### src/rtl/multi_axis_servo_driver_pkg.sv
// Shared helpers for the servo driver: coordinate-to-pulse mapping and frame geometry.
package multi_axis_servo_driver_pkg;

    localparam int COORD_EXT_W = 32;

    function automatic int period_clocks(input int clk_freq, input int pwm_freq);
        return clk_freq / pwm_freq;
    endfunction

    function automatic int center_pulse(input int min_pulse, input int max_pulse);
        return min_pulse + (max_pulse - min_pulse) / 2;
    endfunction

    // Offset-binary coord scaled onto [min, min+span); floor by the right shift.
    function automatic int pulse_from_coord(
        input logic signed [COORD_EXT_W-1:0] coord,
        input int                            dw,
        input int                            min_pulse,
        input int                            span
    );
        longint off;
        off = longint'(coord) + (longint'(1) <<< (dw - 1));
        return min_pulse + int'((off * longint'(span)) >>> dw);
    endfunction

endpackage

### src/rtl/multi_axis_servo_driver_servo_channel.sv
// One servo channel: target capture, per-frame slew toward target, PWM compare, at_target flag.
module servo_channel
    import multi_axis_servo_driver_pkg::*;
#(
    parameter int DATA_WIDTH = 10,
    parameter int CNT_W      = 20,
    parameter int MIN_PULSE  = 25_000,
    parameter int SPAN       = 100_000,
    parameter int CENTER     = 75_000,
    parameter int STEP       = 2_500
) (
    input  logic                  i_clk,
    input  logic                  i_rst_n,
    input  logic                  i_en,
    input  logic                  i_capture,
    input  logic [DATA_WIDTH-1:0] i_coord,
    input  logic                  i_slew,
    input  logic [CNT_W-1:0]      i_cnt,
    output logic                  o_pwm,
    output logic                  o_at_target
);

    localparam logic [CNT_W-1:0]        CENTER_P = CNT_W'(CENTER);
    localparam logic signed [CNT_W:0]   STEP_P   = (CNT_W + 1)'(STEP);

    logic [CNT_W-1:0]          r_target;
    logic [CNT_W-1:0]          r_cur;
    logic                      r_pwm;
    logic                      r_at_target;
    logic signed [DATA_WIDTH-1:0] w_coord_s;
    logic signed [CNT_W:0]     w_diff;
    logic signed [CNT_W:0]     w_step;
    logic signed [CNT_W:0]     w_sum;

    assign w_coord_s = $signed(i_coord);
    assign w_diff    = $signed({1'b0, r_target}) - $signed({1'b0, r_cur});

    always_comb begin
        w_step = w_diff;
        if (w_diff > STEP_P) begin
            w_step = STEP_P;
        end else if (w_diff < -STEP_P) begin
            w_step = -STEP_P;
        end
    end

    assign w_sum = $signed({1'b0, r_cur}) + w_step;

    // cur only moves on the frame's last clock, so a pulse is never cut or stretched mid-frame.
    always_ff @(posedge i_clk or negedge i_rst_n) begin
        if (!i_rst_n) begin
            r_target    <= CENTER_P;
            r_cur       <= CENTER_P;
            r_pwm       <= 1'b0;
            r_at_target <= 1'b1;
        end else begin
            if (i_capture) begin
                r_target <= CNT_W'(pulse_from_coord(COORD_EXT_W'(w_coord_s), DATA_WIDTH,
                                                    MIN_PULSE, SPAN));
            end
            if (i_slew) begin
                r_cur <= w_sum[CNT_W-1:0];
            end
            r_pwm       <= i_en & (i_cnt < r_cur);
            r_at_target <= (r_cur == r_target);
        end
    end

    assign o_pwm       = r_pwm;
    assign o_at_target = r_at_target;

endmodule

### src/rtl/multi_axis_servo_driver.sv
// N-channel servo PWM driver: source mux and shared frame counter feeding per-channel slew/PWM.
module multi_axis_servo_driver
    import multi_axis_servo_driver_pkg::*;
#(
    parameter int N_CH       = 3,
    parameter int DATA_WIDTH = 10,
    parameter int CLK_FREQ   = 50_000_000,
    parameter int PWM_FREQ   = 50,
    parameter int MIN_PULSE  = 25_000,
    parameter int MAX_PULSE  = 125_000,
    parameter int MAX_STEP   = 2_500
) (
    input  logic                       i_clk,
    input  logic                       i_rst_n,
    input  logic                       i_en,
    input  logic                       i_sel_source,
    input  logic [N_CH*DATA_WIDTH-1:0] i_mem_coords,
    input  logic                       i_mem_valid,
    input  logic [N_CH*DATA_WIDTH-1:0] i_accel_coords,
    input  logic                       i_accel_valid,
    output logic [N_CH-1:0]            o_pwm_out,
    output logic                       o_frame_tick,
    output logic [N_CH-1:0]            o_at_target
);

    localparam int PERIOD = period_clocks(CLK_FREQ, PWM_FREQ);
    localparam int CNT_W  = $clog2(PERIOD + 1);
    localparam int SPAN   = MAX_PULSE - MIN_PULSE;
    localparam int CENTER = center_pulse(MIN_PULSE, MAX_PULSE);
    // A step larger than the frame is meaningless and would overflow the signed slew math.
    localparam int STEP_EFF = (MAX_STEP > PERIOD) ? PERIOD : MAX_STEP;
    localparam logic [CNT_W-1:0] LAST = CNT_W'(PERIOD - 1);

    if (!(MIN_PULSE < MAX_PULSE && MAX_PULSE < PERIOD && MAX_STEP >= 1)) begin : g_bad_params
        $error("multi_axis_servo_driver: need MIN_PULSE < MAX_PULSE < PERIOD and MAX_STEP >= 1");
    end

    logic [CNT_W-1:0]           r_cnt;
    logic                       w_last;
    logic                       w_slew;
    logic                       w_capture;
    logic [N_CH*DATA_WIDTH-1:0] w_coords;

    assign w_capture = i_sel_source ? i_accel_valid  : i_mem_valid;
    assign w_coords  = i_sel_source ? i_accel_coords : i_mem_coords;
    assign w_last    = (r_cnt == LAST);
    assign w_slew    = i_en & w_last;

    always_ff @(posedge i_clk or negedge i_rst_n) begin
        if (!i_rst_n) begin
            r_cnt <= '0;
        end else if (!i_en || w_last) begin
            r_cnt <= '0;
        end else begin
            r_cnt <= r_cnt + CNT_W'(1);
        end
    end

    assign o_frame_tick = w_slew;

    for (genvar gi = 0; gi < N_CH; gi++) begin : g_ch
        servo_channel #(
            .DATA_WIDTH (DATA_WIDTH),
            .CNT_W      (CNT_W),
            .MIN_PULSE  (MIN_PULSE),
            .SPAN       (SPAN),
            .CENTER     (CENTER),
            .STEP       (STEP_EFF)
        ) u_ch (
            .i_clk       (i_clk),
            .i_rst_n     (i_rst_n),
            .i_en        (i_en),
            .i_capture   (w_capture),
            .i_coord     (w_coords[gi*DATA_WIDTH +: DATA_WIDTH]),
            .i_slew      (w_slew),
            .i_cnt       (r_cnt),
            .o_pwm       (o_pwm_out[gi]),
            .o_at_target (o_at_target[gi])
        );
    end

endmodule

### config.mk
export PLATFORM = sky130hd
export DESIGN_NAME = multi_axis_servo_driver
export DESIGN_NICKNAME = d
export VERILOG_FILES = /design/src/rtl/multi_axis_servo_driver_pkg.sv /design/src/rtl/multi_axis_servo_driver_servo_channel.sv /design/src/rtl/multi_axis_servo_driver.sv
export SDC_FILE = /design/constraint.sdc
export NUM_CORES = 1
export LEC_CHECK = 0
export ABC_AREA = 0
export BUFFER_PORTS_ARGS = -buffer_cell sky130_fd_sc_hd__buf_2
export CORE_MARGIN = 4
export CORE_UTILIZATION = 55
export DETAILED_ROUTE_END_ITERATION = 10
export PLACE_DENSITY = 0.72
export SYNTH_ARGS = -nofsm -noshare
export SYNTH_HDL_FRONTEND = slang
export SYNTH_HIERARCHICAL = 1
export SYNTH_SLANG_ARGS = --single-unit
### constraint.sdc
create_clock -name i_clk -period 5.75 [get_ports i_clk]
set_input_delay 0.8625 -clock i_clk [delete_from_list [all_inputs] [get_ports i_clk]]
set_output_delay 0.8625 -clock i_clk [all_outputs]
set_load 0.01 [all_outputs]
# Yosys cells after proc, flatten, opt, wreduce, memory -nomap -nowiden
# Index checks and enable logic that the tools add are counted.
[op_classes] bitwise=4 n_lt_le_gt_ge=9 addsub=13 eq_ne=4 n_mux=9 mul=3 n_reduce_logical=2
[ops] operator="$mul A64 B13 Y25 const B" n=3
[ops] operator="$mux W20" n=7
[ops] operator="$gt A21 B13 Y1 const B" n=3
[ops] operator="$lt A21 B13 Y1 const B" n=3
[ops] operator="$sub A20 B20 Y21" n=3
[ops] operator="$add A16 B20 Y20 const A" n=3
[ops] operator="$add A20 B20 Y20" n=3
[ops] operator="$eq A20 B20 Y1" n=3
[ops] operator="$lt A20 B20 Y1" n=3
[ops] operator="$add A10 B11 Y12 const B" n=3
[ops] operator="$mux W30" n=1
[ops] operator="$add A20 B1 Y20 const B" n=1
[ops] operator="$eq A20 B20 Y1 const B" n=1
[ops] operator="$and A1 B1 Y1" n=4
[ops] operator="$logic_not A1 Y1" n=1
[ops] operator="$logic_or A1 B1 Y1" n=1
[ops] operator="$mux W1" n=1
[totals] register_bits=146 out_inout_bits=7 inputBits=66 word_cells=57

# Depth between registers and ports, before layout
# Gate-level depths: netlist of run 1.
[depth] depth_word=5 mapped_depth=25 mapped_depth_nobuf=25

# By module
# Netlist of run 1, hierarchy kept.
[by_module_without_submodules] mod="servo_channel (g_ch[1].u_ch ...)" area_per_inst_um2=6271.0 seq_area_each_um2=1072.3 instances=2 cells_each=724
[by_module_without_submodules] mod="servo_channel (g_ch[0].u_ch)" area_per_inst_um2=6872.8 seq_area_each_um2=1072.3 instances=1 cells_each=829
[by_module_without_submodules] mod="multi_axis_servo_driver" area_per_inst_um2=1393.8 seq_area_each_um2=500.5 instances=1 cells_each=138

# Worst setup path before layout of run 1
# Ideal clock, no wire load.
[synth_path] path_kind="input to register" start="in i_sel_source" end="reg g_ch[0].u_ch.r_target[16]" path_buffers=2 arrival_ps=6140 setup_time_ps=82 stages=22 slack_ps=-472 t_required_ps=5668 cell_sequence="buf_1 mux2_2 inv_1 ha_1 fa_1 inv_1 ha_1 inv_1 fa_1 inv_1 ha_1 ha_1 buf_2 a21oi_1 nor2b_1 or3_4 a2111o_1 a31o_2 nor4_4 o311ai_1 xor2_1 mux2_2"
[synth_between] elab_chain_len=4 elab_cells_between_ends=5 classes_between="2 x add/sub; 1 x mul; 2 x mux"
[synth_rtl] element="start: declaration" line="multi_axis_servo_driver.sv:16" rtl="input logic i_sel_source,"
[synth_rtl] element="$mux W30" line="multi_axis_servo_driver.sv:45" rtl="assign w_coords = i_sel_source ? i_accel_coords : i_mem_coords;"
[synth_rtl] element="named net w_coords[4]" line="multi_axis_servo_driver.sv:42" rtl="logic [N_CH*DATA_WIDTH-1:0] w_coords;"
[synth_rtl] element="$add A10 B11 Y12" line="multi_axis_servo_driver_pkg.sv:22" rtl="off = longint'(coord) + (longint'(1) <<< (dw - 1));"
[synth_rtl] element="$mul A64 B13 Y25" line="multi_axis_servo_driver_pkg.sv:23" rtl="return min_pulse + int'((off * longint'(span)) >>> dw);"
[synth_rtl] element="$add A16 B20 Y20" line="multi_axis_servo_driver_pkg.sv:23"
[synth_rtl] element="end signal: assignment" line="multi_axis_servo_driver_servo_channel.sv:58" rtl="r_target <= CNT_W'(pulse_from_coord(COORD_EXT_W'(w_coord_s), DATA_WIDTH,"
[synth_rtl] element="end: declaration" line="multi_axis_servo_driver_servo_channel.sv:26" rtl="logic [CNT_W-1:0] r_target;"
# The timed path passes the listed nets, and every way through them passes these cells.
# A chain may end at the register's enable or synchronous reset.

# Worst setup path after layout of run 1
[layout_path] start="in i_sel_source" end="reg g_ch[1].u_ch.r_target[17]"
[layout_between] elab_chain_len=4 elab_cells_between_ends=5 classes_between="2 x add/sub; 1 x mul; 2 x mux"
[layout_rtl] element="$mux W30" line="multi_axis_servo_driver.sv:45"
[layout_rtl] element="named net w_coords[15]" line="multi_axis_servo_driver.sv:42"
[layout_rtl] element="$add A10 B11 Y12" line="multi_axis_servo_driver_pkg.sv:22"
[layout_rtl] element="$mul A64 B13 Y25" line="multi_axis_servo_driver_pkg.sv:23"
[layout_rtl] element="$add A16 B20 Y20" line="multi_axis_servo_driver_pkg.sv:23"
[layout_rtl] element="end signal: assignment" line="multi_axis_servo_driver_servo_channel.sv:58"
[layout_rtl] element="end: declaration" line="multi_axis_servo_driver_servo_channel.sv:26"
# The timed path passes the listed nets, and every way through them passes these cells.

==> qor.yml, run 1 <==
placed_design:
  portBuffers: 72
  gp_congestion: 0.905
  post-place-ws_ns: -0.459
  dp_hpwl_mm: 42.1
timing:
  finalMaxSlewViolations: 0
  tightest_slew_ns: 1.07
  hold_viol_final: 0
  fin_crit_ns: 5.64
  skew_ns: 0.0123
  setup_viol: 0
  finalWorstSetupSlack_ns: 0.114
  slew_headroom_pct: 28.2
  tns_ns: 0
  period_share_pct: 98.0
  fmax_mhz: 177
route:
  drcViolationCount: 0
  drt_iter0_drc: 1280
  ant_nets: 0
  routed_wl_mm: 52.5
  wl_per_cell_um: 16.2
  viasPerCell: 5.75
  dr.pass1.iters: 5
  num_vias: 18600
clocking:
  cts_made_buffers: 17
  cts_root_buffer: "clkbuf_16"
  clk_path_buf_depth: 2
  postCtsHoldBufs: 0
  worstSkewPairLatency_ns: 0.43
  cts_tree: "yes"
  cts.sinks: 146
  clk_pin_slew_ns: 0.07
  cts_max_level: 4
setup_path:
  setup.worst_path.end_class: "register"
  required_ns: 6.06
  path_class: "in -> reg"
  worstPathArrival_ns: 5.95
  start_kind: "input pin"
  crit_fanout: 7
worst_hold_path:
  holdCritPathClass: "reg -> reg"
global_routing:
  grt_usage_pct: 24.9
  grt_max_degree: 109
  grt_pass1_vias: 18300
  antenna_found_initial: 0
  grt_pass1_wl_mm: 86.9
  grt_overflow: 0
synthesis:
  syn_area_per_cell_sq_um: 8.62
  seq_area_frac_synth_pct: 17.9
  synth_top_area_cell: "ha_1"
  netlist_instances: 2415
  synth_area_sq_mm: 0.0208
  synth_warnings: 6
  ys.flop_type: "dfrtp_1"
  syn-num-nets: 2938
  yosysUniqueCellTypes: 97
  synth-edff-count: 0
  synth.top_cell.area_share_pct: 23.3
  ys_seq_elements: 146
  synth_area_leaders: "ha_1 (23%), dfrtp_1 (11%), fa_1 (6.6%)"
  synthArstFlopShare_pct: 100
cells_and_area:
  area_growth_pct: 19.7
  final_cell_mix: "ha_1 (362), inv_1 (306), buf_4 (246)"
  diodes: 0
  drive_gt1_share_pct: 23.4
  fill_cells: 3052
  final_util_pct: 67.4
  final_nets: 3241
  layout_commonest_cell: "ha_1"
floorplanning:
  start_util_pct: 56.3
  pin_count: 73
  die_y_um: 203
  rows: 70
  core-area_sq_mm: 0.0370
  die-width_um: 203
  dieArea_sq_mm: 0.0410
pwr:
  leakagePower_nw: 12.3
  total_power_mw: 13.1
  vdd_ir_drop_max_v: 0.000317
  power_density_mw_per_mm2: 525
run:
  maxCapViolCount: 0
status:
  status: "completed"
## cell type report
type | instances | area, sq um | share of cell area [%]
inverters | 309 | 1160 | 4.66
clock inverters | 15 | 148 | 0.593
multi-input cells | 1920 | 16500 | 66.2
clock buffers | 17 | 425 | 1.71
well taps | 504 | 631 | 2.53
flip-flops and latches | 146 | 3720 | 14.9
repair buffers | 324 | 2340 | 9.40
## state kept, by name (all words and copies together), names as in the netlist
signal	count
g_ch.u_ch/o_pwm	3
g_ch.u_ch/r_target	60
g_ch.u_ch/o_at_target	3
g_ch.u_ch/r_cur	60
r_cnt	20
## cell families after synthesis
group                    Yosys count  synth area share [%]
buffers and inverters            349                  6.42
adder cells (fa/ha/maj)          457                  30.0
multiplexers                      71                  3.84
AO/OA/AOI/OAI                    634                  20.4
XOR/XNOR                         174                  7.32
flip-flops                       146                  17.9
AND/OR/NAND/NOR                  584                  14.2
## routing by layer
layer  share of wire [%]  wire length (um)  track usage, %  vias up
li1                    -                 -               -     9236
met1                  47             24900            35.1     8779
met2                  46             24400            41.2      488
met3                 4.0              2080            2.28       99
met4                 2.3              1190            6.72        0
met5                   0                 0               0        -
## timing repair
| action | CTS | global route |
|---|---|---|
| resized for setup | 2 | 123 |
| endpoints found under the setup margin | 5 | 36 |
| hold endpoints to repair | 0 | 0 |
| setup buffers | 0 | 13 |
| pin swaps | 0 | 51 |
| gates cloned | 0 | 2 |
## Yosys cell counts (62+ instances only)
| master | n |
|---|---|
| xor2_1 | 79 |
| inv_1 | 308 |
| fa_1 | 69 |
| a21oi_1 | 153 |
| nand2_1 | 135 |
| mux2_2 | 62 |
| xnor2_1 | 95 |
| nor2_1 | 141 |
| nand3_1 | 64 |
| o21ai_0 | 133 |
| dfrtp_1 | 95 |
| a21o_1 | 69 |
| ha_1 | 388 |
## report_power, final
| group | total [mW] | internal [mW] | switching, mW | leakage [nW] |
|---|---|---|---|---|
| sequential | 1.52 | 1.36 | 0.161 | 1.69 |
| combinational | 10.5 | 5.32 | 5.14 | 10.3 |
| clock | 1.11 | 0.608 | 0.499 | 0.279 |
| total | 13.1 | 7.29 | 5.80 | 12.3 |
## worst max-delay path, stage by stage
cell and delay (ns):
buf_6 0.12, clkbuf_16 0.16, buf_12 0.13, mux2_4 0.31, buf_4 0.15, ha_2 0.17, ha_1 0.29, ha_1 0.28
inv_1 0.05, fa_1 0.47, fa_1 0.42, inv_1 0.09, ha_4 0.20, or4_4 0.56, a311oi_2 0.39, o21bai_1 0.13
xor2_1 0.18, and3_1 0.21, a311o_1 0.35, nand3_2 0.09, xnor2_1 0.06, mux2_4 0.26
## stage by stage
| step | hold slack (ns) | cells | cell area (sq um) |
|---|---|---|---|
| detailed placement | 0.486 | 3188 | 23600 |
| global route | 0.524 | 3235 | 24900 |
| floorplan | 0.462 | 2415 | 21000 |
| global placement | 0.475 | 3188 | 23600 |
| finish | 0.492 | 3235 | 24900 |
| CTS | 0.493 | 3220 | 24200 |
## final timing paths
kind	startpoint	to	slack, ns	cells after the start
max	i_sel_source	g_ch[1].u_ch/r_target[17]	0.11	22
min	g_ch[0].u_ch/r_cur[16]	g_ch[0].u_ch/r_cur[16]	0.49	2
max reg2reg	g_ch[1].u_ch/r_cur[4]	g_ch[1].u_ch/r_cur[19]	0.24	24
min reg2reg	g_ch[0].u_ch/r_cur[16]	g_ch[0].u_ch/r_cur[16]	0.49	2
max in group asynchronous	i_rst_n	g_ch[1].u_ch/r_cur[9]	3.98	2
min in group asynchronous	i_rst_n	g_ch[0].u_ch/r_cur[1]	0.54	1
Note: power is estimated with default switching activity, not from simulation.
==> inputs of run 2 (changes only) <==
SYNTH_HIERARCHICAL = default   (was 1)
==> qor.yml, run 2 <==
floorplanning:
  die_y_um: 204
  rows: 71
  start_util_pct: 55.8
  dieArea_sq_mm: 0.0415
  die-width_um: 204
  pin_count: 73
  core-area_sq_mm: 0.0378
placed_design:
  dp_hpwl_mm: 44.3
  dp.cells: 3403
  gp_congestion: 0.947
  post-place-ws_ns: -0.630
  portBuffers: 72
route:
  dr_wl_met3_mm: 2.19
  num_vias: 19600
  drt_iter0_drc: 1086
  routed-wl-met2_mm: 26.8
  drcViolationCount: 0
  ant_nets: 0
  topRoutingLayerUsed: "met4"
  dr.pass1.iters: 6
  viasPerCell: 5.68
  routed_wl_mm: 55.6
  wl_met1_mm: 25.1
  wl_per_cell_um: 16.1
timing:
  skew_ns: 0.0121
  hold_viol_final: 0
  finalMaxSlewViolations: 0
  period_share_pct: 98.8
  tightest_slew_ns: 1.02
  fmax_mhz: 176
  setup_viol: 0
  finalWorstSetupSlack_ns: 0.0696
  hold_ws_ns: 0.469
  rsz0062_at_grt: "yes"
  fin_crit_ns: 5.68
  slew_headroom_pct: 32.2
synthesis:
  synthAdderAreaFrac_pct: 29.6
  synth_warnings: 0
  synth_top_family_by_area: "adder cells"
  netlist_instances: 2524
  synth_compound_area_share_pct: 20.3
  synth_area_sq_mm: 0.0211
  syn_area_per_cell_sq_um: 8.35
  synth_top_area_cell: "ha_1"
  yosysUniqueCellTypes: 99
  synthMuxAreaShare_pct: 2.13
  ys.flop_type: "dfrtp_1"
  seq_area_frac_synth_pct: 17.6
  yosysMostFrequentCell: "ha_1"
  syn-num-nets: 3047
  synth_common_cells: "ha_1 (388), inv_1 (305), nand2_1 (201)"
  synth-xor-area-share_pct: 7.47
  synth_area_leaders: "ha_1 (23%), dfrtp_1 (11%), fa_1 (6.6%)"
  ys_seq_elements: 146
  yosys.area_share.simple_pct: 15.9
  synth.top_cell.area_share_pct: 23.0
  synth-edff-count: 0
  synthArstFlopShare_pct: 100
cells_and_area:
  diodes: 0
  layout_commonest_cell: "buf_4"
  regArea_sq_mm: 0.00372
  stdcell_count: 3456
  drive_gt1_share_pct: 25.9
  fill_cells: 2904
  largestRegisters: "g_ch.u_ch.r_cur: 60 flops, g_ch.u_ch.r_target: 60 flops, r_cnt: 20 flops"
  final_util_pct: 70.2
  area_growth_pct: 25.7
  multi_input_area_sq_mm: 0.0172
  final_nets: 3455
  final_cell_mix: "buf_4 (368), ha_1 (355), inv_1 (290)"
pwr:
  vdd_ir_drop_max_v: 0.000355
  pwr-share-comb_pct: 80.9
  switching_share_pct: 45.8
  total_power_mw: 13.8
  leakagePower_nw: 12.9
  power_density_mw_per_mm2: 522
  p_int_mw: 7.50
  p_seq_share_pct: 10.9
  power_frac_clock_pct: 8.3
  p_sw_mw: 6.33
global_routing:
  grt_pass1_vias: 19400
  grt_usage_pct: 25.7
  antenna_found_initial: 0
  grt_overflow: 0
  grt_max_degree: 107
  grt_pass1_wl_mm: 90.4
setup_path:
  path_class: "in -> reg"
  setup.worst_path.end_class: "register"
  crit_top_cell: "fa_1"
  start_kind: "input pin"
  critical-path-slowest-cell: "or4_4"
  crit_fanout: 9
  required_ns: 6.11
  cpPeakStageDelay_ns: 0.55
  worstPathArrival_ns: 6.04
  crit_chain: "buf_12 > buf_6 > buf_12 > mux2i_4 > inv_2 > ha_4 > inv_1 > fa_1 > fa_1 > inv_1 > fa_1 > ha_2 > or4_4 > o21ai_4 > o2111ai_2 > mux2i_1 > nor3b_2 > or3_1 > a21o_1 > or4b_4 > o211ai_2"
clocking:
  cts_max_level: 4
  clk_pin_slew_ns: 0.06
  postCtsHoldBufs: 0
  cts_tree: "yes"
  worstSkewPairLatency_ns: 0.44
  clk_path_buf_depth: 2
  cts_root_buffer: "clkbuf_16"
  cts.sinks: 146
  cts_made_buffers: 17
run:
  maxCapViolCount: 0
status:
  status: "completed"
worst_hold_path:
  holdCritPathClass: "reg -> reg"
run 2: changes by cell type after synthesis, sizes merged, moves of 9 or more:
cell / before / now
a21boi: 14 / 3
a31o: 11 / 1
a31oi: 16 / 27
clkbuf: 27 / 43
mux2: 64 / 23
mux2i: 7 / 19
nand2: 135 / 201
nand3: 66 / 43
nor2: 141 / 186
nor3: 43 / 52
o311ai: 2 / 13
or4: 14 / 5
xor2: 79 / 92
run 2: final cells by class:
cell class / count / share of cell area (%)
repair buffers: 447 / 12.3
inverters: 306 / 4.34
clock inverters: 14 / 0.571
flip-flops and latches: 146 / 14.0
multi-input cells: 2014 / 64.7
well taps: 511 / 2.41
clock buffers: 18 / 1.66
run 2: final timing paths:
check	from	to	slack (ns)	depth (start not counted)
max in group asynchronous	i_rst_n	g_ch[0].u_ch.r_target[3]	4.10	2
min in group asynchronous	i_rst_n	g_ch[0].u_ch.r_cur[17]	0.51	1
max reg2reg	g_ch[2].u_ch.r_cur[5]	g_ch[2].u_ch.r_cur[19]	0.12	26
max	i_sel_source	g_ch[2].u_ch.r_target[18]	0.07	21
min	g_ch[0].u_ch.r_target[4]	g_ch[0].u_ch.r_target[4]	0.47	2
min reg2reg	g_ch[0].u_ch.r_target[4]	g_ch[0].u_ch.r_target[4]	0.47	2
run 2: kinds of logic after synthesis:
kind of cell | after synthesis
multiplexers | 42
adder cells (fa/ha/maj) | 457
flip-flops | 146
buffers and inverters | 364
XOR/XNOR | 179
AO/OA/AOI/OAI | 641
AND/OR/NAND/NOR | 695
run 2: per-layer routing:
metal | track usage [%] | vias up
met5 | 0 | -
met4 | 8.19 | 0
met3 | 2.27 | 103
met2 | 44.1 | 446
met1 | 34.5 | 9337
li1 | - | 9757
run 2: metrics by stage:
step | TNS (ns) | cell area [sq um]
after floorplan | -1.92 | 21500
final | 0 | 26500
after detailed placement | -11.93 | 24800
after global routing | -0.661 | 26500
after CTS | -0.0880 | 25500
after global placement | -7.76 | 24800
run 2: repair_timing:
| action | CTS | global route |
|---|---|---|
| hold endpoints to repair | 0 | 0 |
| buffers inserted | 2 | 19 |
| setup endpoints to repair | 16 | 43 |
| pin swaps | 3 | 87 |
| gates resized for setup | 19 | 174 |
run 2: power groups by stage:
stage / Combinational [mW] / Sequential (mW) / Clock [mW]
4_1_cts: 10.4 / 1.49 / 1.16
3_5_place_dp: 10.2 / 1.51 / 0
5_1_grt: 12.4 / 1.52 / 1.21
2_1_floorplan: 6.67 / 1.41 / 0
6_report: 11.2 / 1.50 / 1.14
3_3_place_gp: 9.90 / 1.50 / 0
run 2: critical path, delay by kind of cell:
family | cells | cell delay (ns)
buf+inv | 6 | 0.58
mux | 2 | 0.46
compound gates | 4 | 0.73
simple gates | 4 | 1.52
fa+ha+maj | 5 | 1.89
==> inputs of run 3 (changes only) <==
CELL_PAD_IN_SITES_DETAIL_PLACEMENT = 1   (was default)
CELL_PAD_IN_SITES_GLOBAL_PLACEMENT = 2   (was default)
CORE_UTILIZATION = 44   (was 55)
PLACE_DENSITY = default   (was 0.72)
PLACE_DENSITY_LB_ADDON = 0.1   (was default)
SYNTH_HIERARCHICAL = 1   (was default)
clock period = 6.9 ns   (was 5.75 ns; I/O delays follow)
==> qor.yml, run 3 (synthesis gave the netlist of run 1 again) <==
route:
  viasPerCell: 5.68
  drt_iter0_drc: 895
  num_vias: 17600
  wl_per_cell_um: 18.7
  ant_nets: 0
  routed_wl_mm: 57.9
  dr.pass1.iters: 5
  drcViolationCount: 0
setup_path:
  required_ns: 7.25
  cp_num_buf_inv: 0
  critical-path-slowest-cell: "a2111oi_1"
  setup.worst_path.end_class: "register"
  crit_family: "compound AO/OA/AOI/OAI gates"
  timing.rr.start: "g_ch[0].u_ch/r_cur[0]"
  cpPeakStageDelay_ns: 0.53
  rrSetupSlack_ns: 0.60
  start_kind: "register"
  crit_fanout: 12
  worstPathArrival_ns: 6.64
  crit_chain: "ha_1 > fa_1 > nand2b_1 > a211oi_2 > o21ai_0 > a31oi_1 > nor4_1 > nor3_1 > o2111ai_1 > or3_1 > o31ai_1 > ha_1 > fa_1 > a21o_1 > a21oi_1 > o21ai_0 > nand2_1 > o21ai_0 > o31ai_1 > a2111oi_1 > nor3_1 > o31ai_1"
  reg2reg_depth: 22
  critPathLaunch: "g_ch[0].u_ch/r_cur[0]"
  r2r-end: "g_ch[0].u_ch/r_cur[18]"
  path_class: "reg -> reg"
worst_hold_path:
  worstHoldPathCells: 2
  holdCritPathClass: "reg -> reg"
  whs_endpoint: "g_ch[1].u_ch/r_target[10]"
  hold_start: "g_ch[1].u_ch/r_target[10]"
cells_and_area:
  layout_commonest_cell: "ha_1"
  diodes: 0
  fill_cells: 5594
  largestRegisters: "g_ch.u_ch/r_cur: 60 flops, g_ch.u_ch/r_target: 60 flops, r_cnt: 20 flops"
  final_util_pct: 48.2
  stdcell_count: 3099
  drive_gt1_share_pct: 11.9
  area_growth_pct: 8.02
  final_nets: 3002
  final_cell_mix: "ha_1 (388), inv_1 (308), a21oi_1 (153)"
  final_cell_area_sq_mm: 0.0225
placed_design:
  gp_congestion: 0.857
  dp_hpwl_mm: 48.1
  place_area_sq_mm: 0.0219
  portBuffers: 72
  dp.cells: 3067
pwr:
  power_frac_clock_pct: 10.4
  vdd_ir_drop_max_v: 0.000207
  p_seq_share_pct: 14.5
  p_sw_mw: 4.54
  switching_share_pct: 49.6
  pwr-share-comb_pct: 75.1
  leakagePower_nw: 11.0
  power_density_mw_per_mm2: 407
  p_int_mw: 4.62
timing:
  hold_viol_final: 0
  finalMaxSlewViolations: 0
  slew_headroom_pct: 25.5
  hold_ws_ns: 0.497
  tightest_slew_ns: 1.11
  setup_viol: 0
  tns_ns: 0
  period_share_pct: 91.3
  fmax_mhz: 159
  skew_ns: 0.0127
  fin_crit_ns: 6.30
  rsz0062_at_grt: "no"
clocking:
  cts_tree: "yes"
  cts.sinks: 146
  post-cts-setup-buffers: 0
  worstSkewPairLatency_ns: 0.44
  cts_max_level: 4
  clk_path_buf_depth: 2
  cts_root_buffer: "clkbuf_16"
  clk_pin_slew_ns: 0.07
  cts_made_buffers: 17
global_routing:
  antenna_found_initial: 0
  grt_pass1_vias: 18800
  grt_usage_pct: 23.3
  grt_pass1_wl_mm: 98.0
  grt_max_degree: 87
  grt_overflow: 0
floorplanning:
  rows: 79
  die_y_um: 225
  core-area_sq_mm: 0.0467
  dieArea_sq_mm: 0.0508
  pin_count: 73
  die-width_um: 225
  start_util_pct: 44.6
status:
  status: "completed"
run:
  maxCapViolCount: 0
-- run 3: changes by cell type in the layout (fill, tap and decap cells not counted), moves of 18 or more --
cell     before  now
inv_1       290  308
ha_4         24    0
buf_4       368   12
mux2_2       14   61
nand2_1     200  135
nand3_1      40   64
ha_1        355  388
nor2_1      181  141
-- run 3: area by class of cell --
cell class	instances	area (sq um)	area share (%)
well taps	607	759	3.38
clock inverters	14	163	0.724
clock buffers	18	429	1.91
multi-input cells	1920	15800	70.2
inverters	309	1160	5.16
flip-flops and latches	146	3720	16.5
repair buffers	85	477	2.12
-- run 3: power groups by stage --
stage / registers, mW / logic, mW / clock network (mW)
after floorplan: 1.22 / 5.34 / 0
final: 1.32 / 6.88 / 0.954
after detailed placement: 1.33 / 6.85 / 0
after global placement: 1.33 / 6.65 / 0
after CTS: 1.32 / 6.91 / 0.988
after global routing: 1.34 / 7.79 / 1.03
-- run 3: worst register-to-register path: stages, from the launching register on --
cell	delay [ns]
dfrtp_1	0.44
ha_1	0.23
fa_1	0.44
nand2b_1	0.20
a211oi_2	0.41
o21ai_0	0.16
a31oi_1	0.33
nor4_1	0.11
nor3_1	0.23
o2111ai_1	0.13
or3_1	0.52
o31ai_1	0.34
ha_1	0.26
fa_1	0.23
a21o_1	0.13
a21oi_1	0.13
o21ai_0	0.34
nand2_1	0.16
o21ai_0	0.36
o31ai_1	0.19
a2111oi_1	0.53
nor3_1	0.10
o31ai_1	0.22
-- run 3: timing repair --
action / CTS / global route
gates resized for setup: 0 / 2
endpoints found under the hold margin: 0 / 0
setup endpoints to repair: 0 / 1
hold buffers: 0 / 0
-- run 3: metrics by stage --
step / worst slack, ns / total power, mW
2_1_floorplan: 0.506 / 6.56
3_3_place_gp: 0.376 / 7.98
3_5_place_dp: 0.264 / 8.18
4_1_cts: 0.475 / 9.22
5_1_grt: 0.0923 / 10.2
6_report: 0.603 / 9.16
-- run 3: worst max-delay path by stage --
stage / endpoint / slack, ns / cells past startpoint
global placement: g_ch[0].u_ch/r_target[16] / 0.38 / 22
finish: g_ch[0].u_ch/r_cur[18] / 0.60 / 22
floorplan: g_ch[0].u_ch/r_target[16] / 0.51 / 22
detailed placement: g_ch[2].u_ch/r_target[15] / 0.26 / 21
CTS: g_ch[0].u_ch/r_cur[18] / 0.48 / 22
global route: g_ch[0].u_ch/r_cur[18] / 0.09 / 22
-- run 3: metal layers --
metal | vias up | global-route usage (%) | wire [um]
met1 | 8638 | 33.8 | 29500
met4 | 0 | 3.26 | 491
li1 | 8751 | - | -
met2 | 189 | 38.7 | 26600
met5 | - | 0 | 0
met3 | 29 | 2.49 | 1370
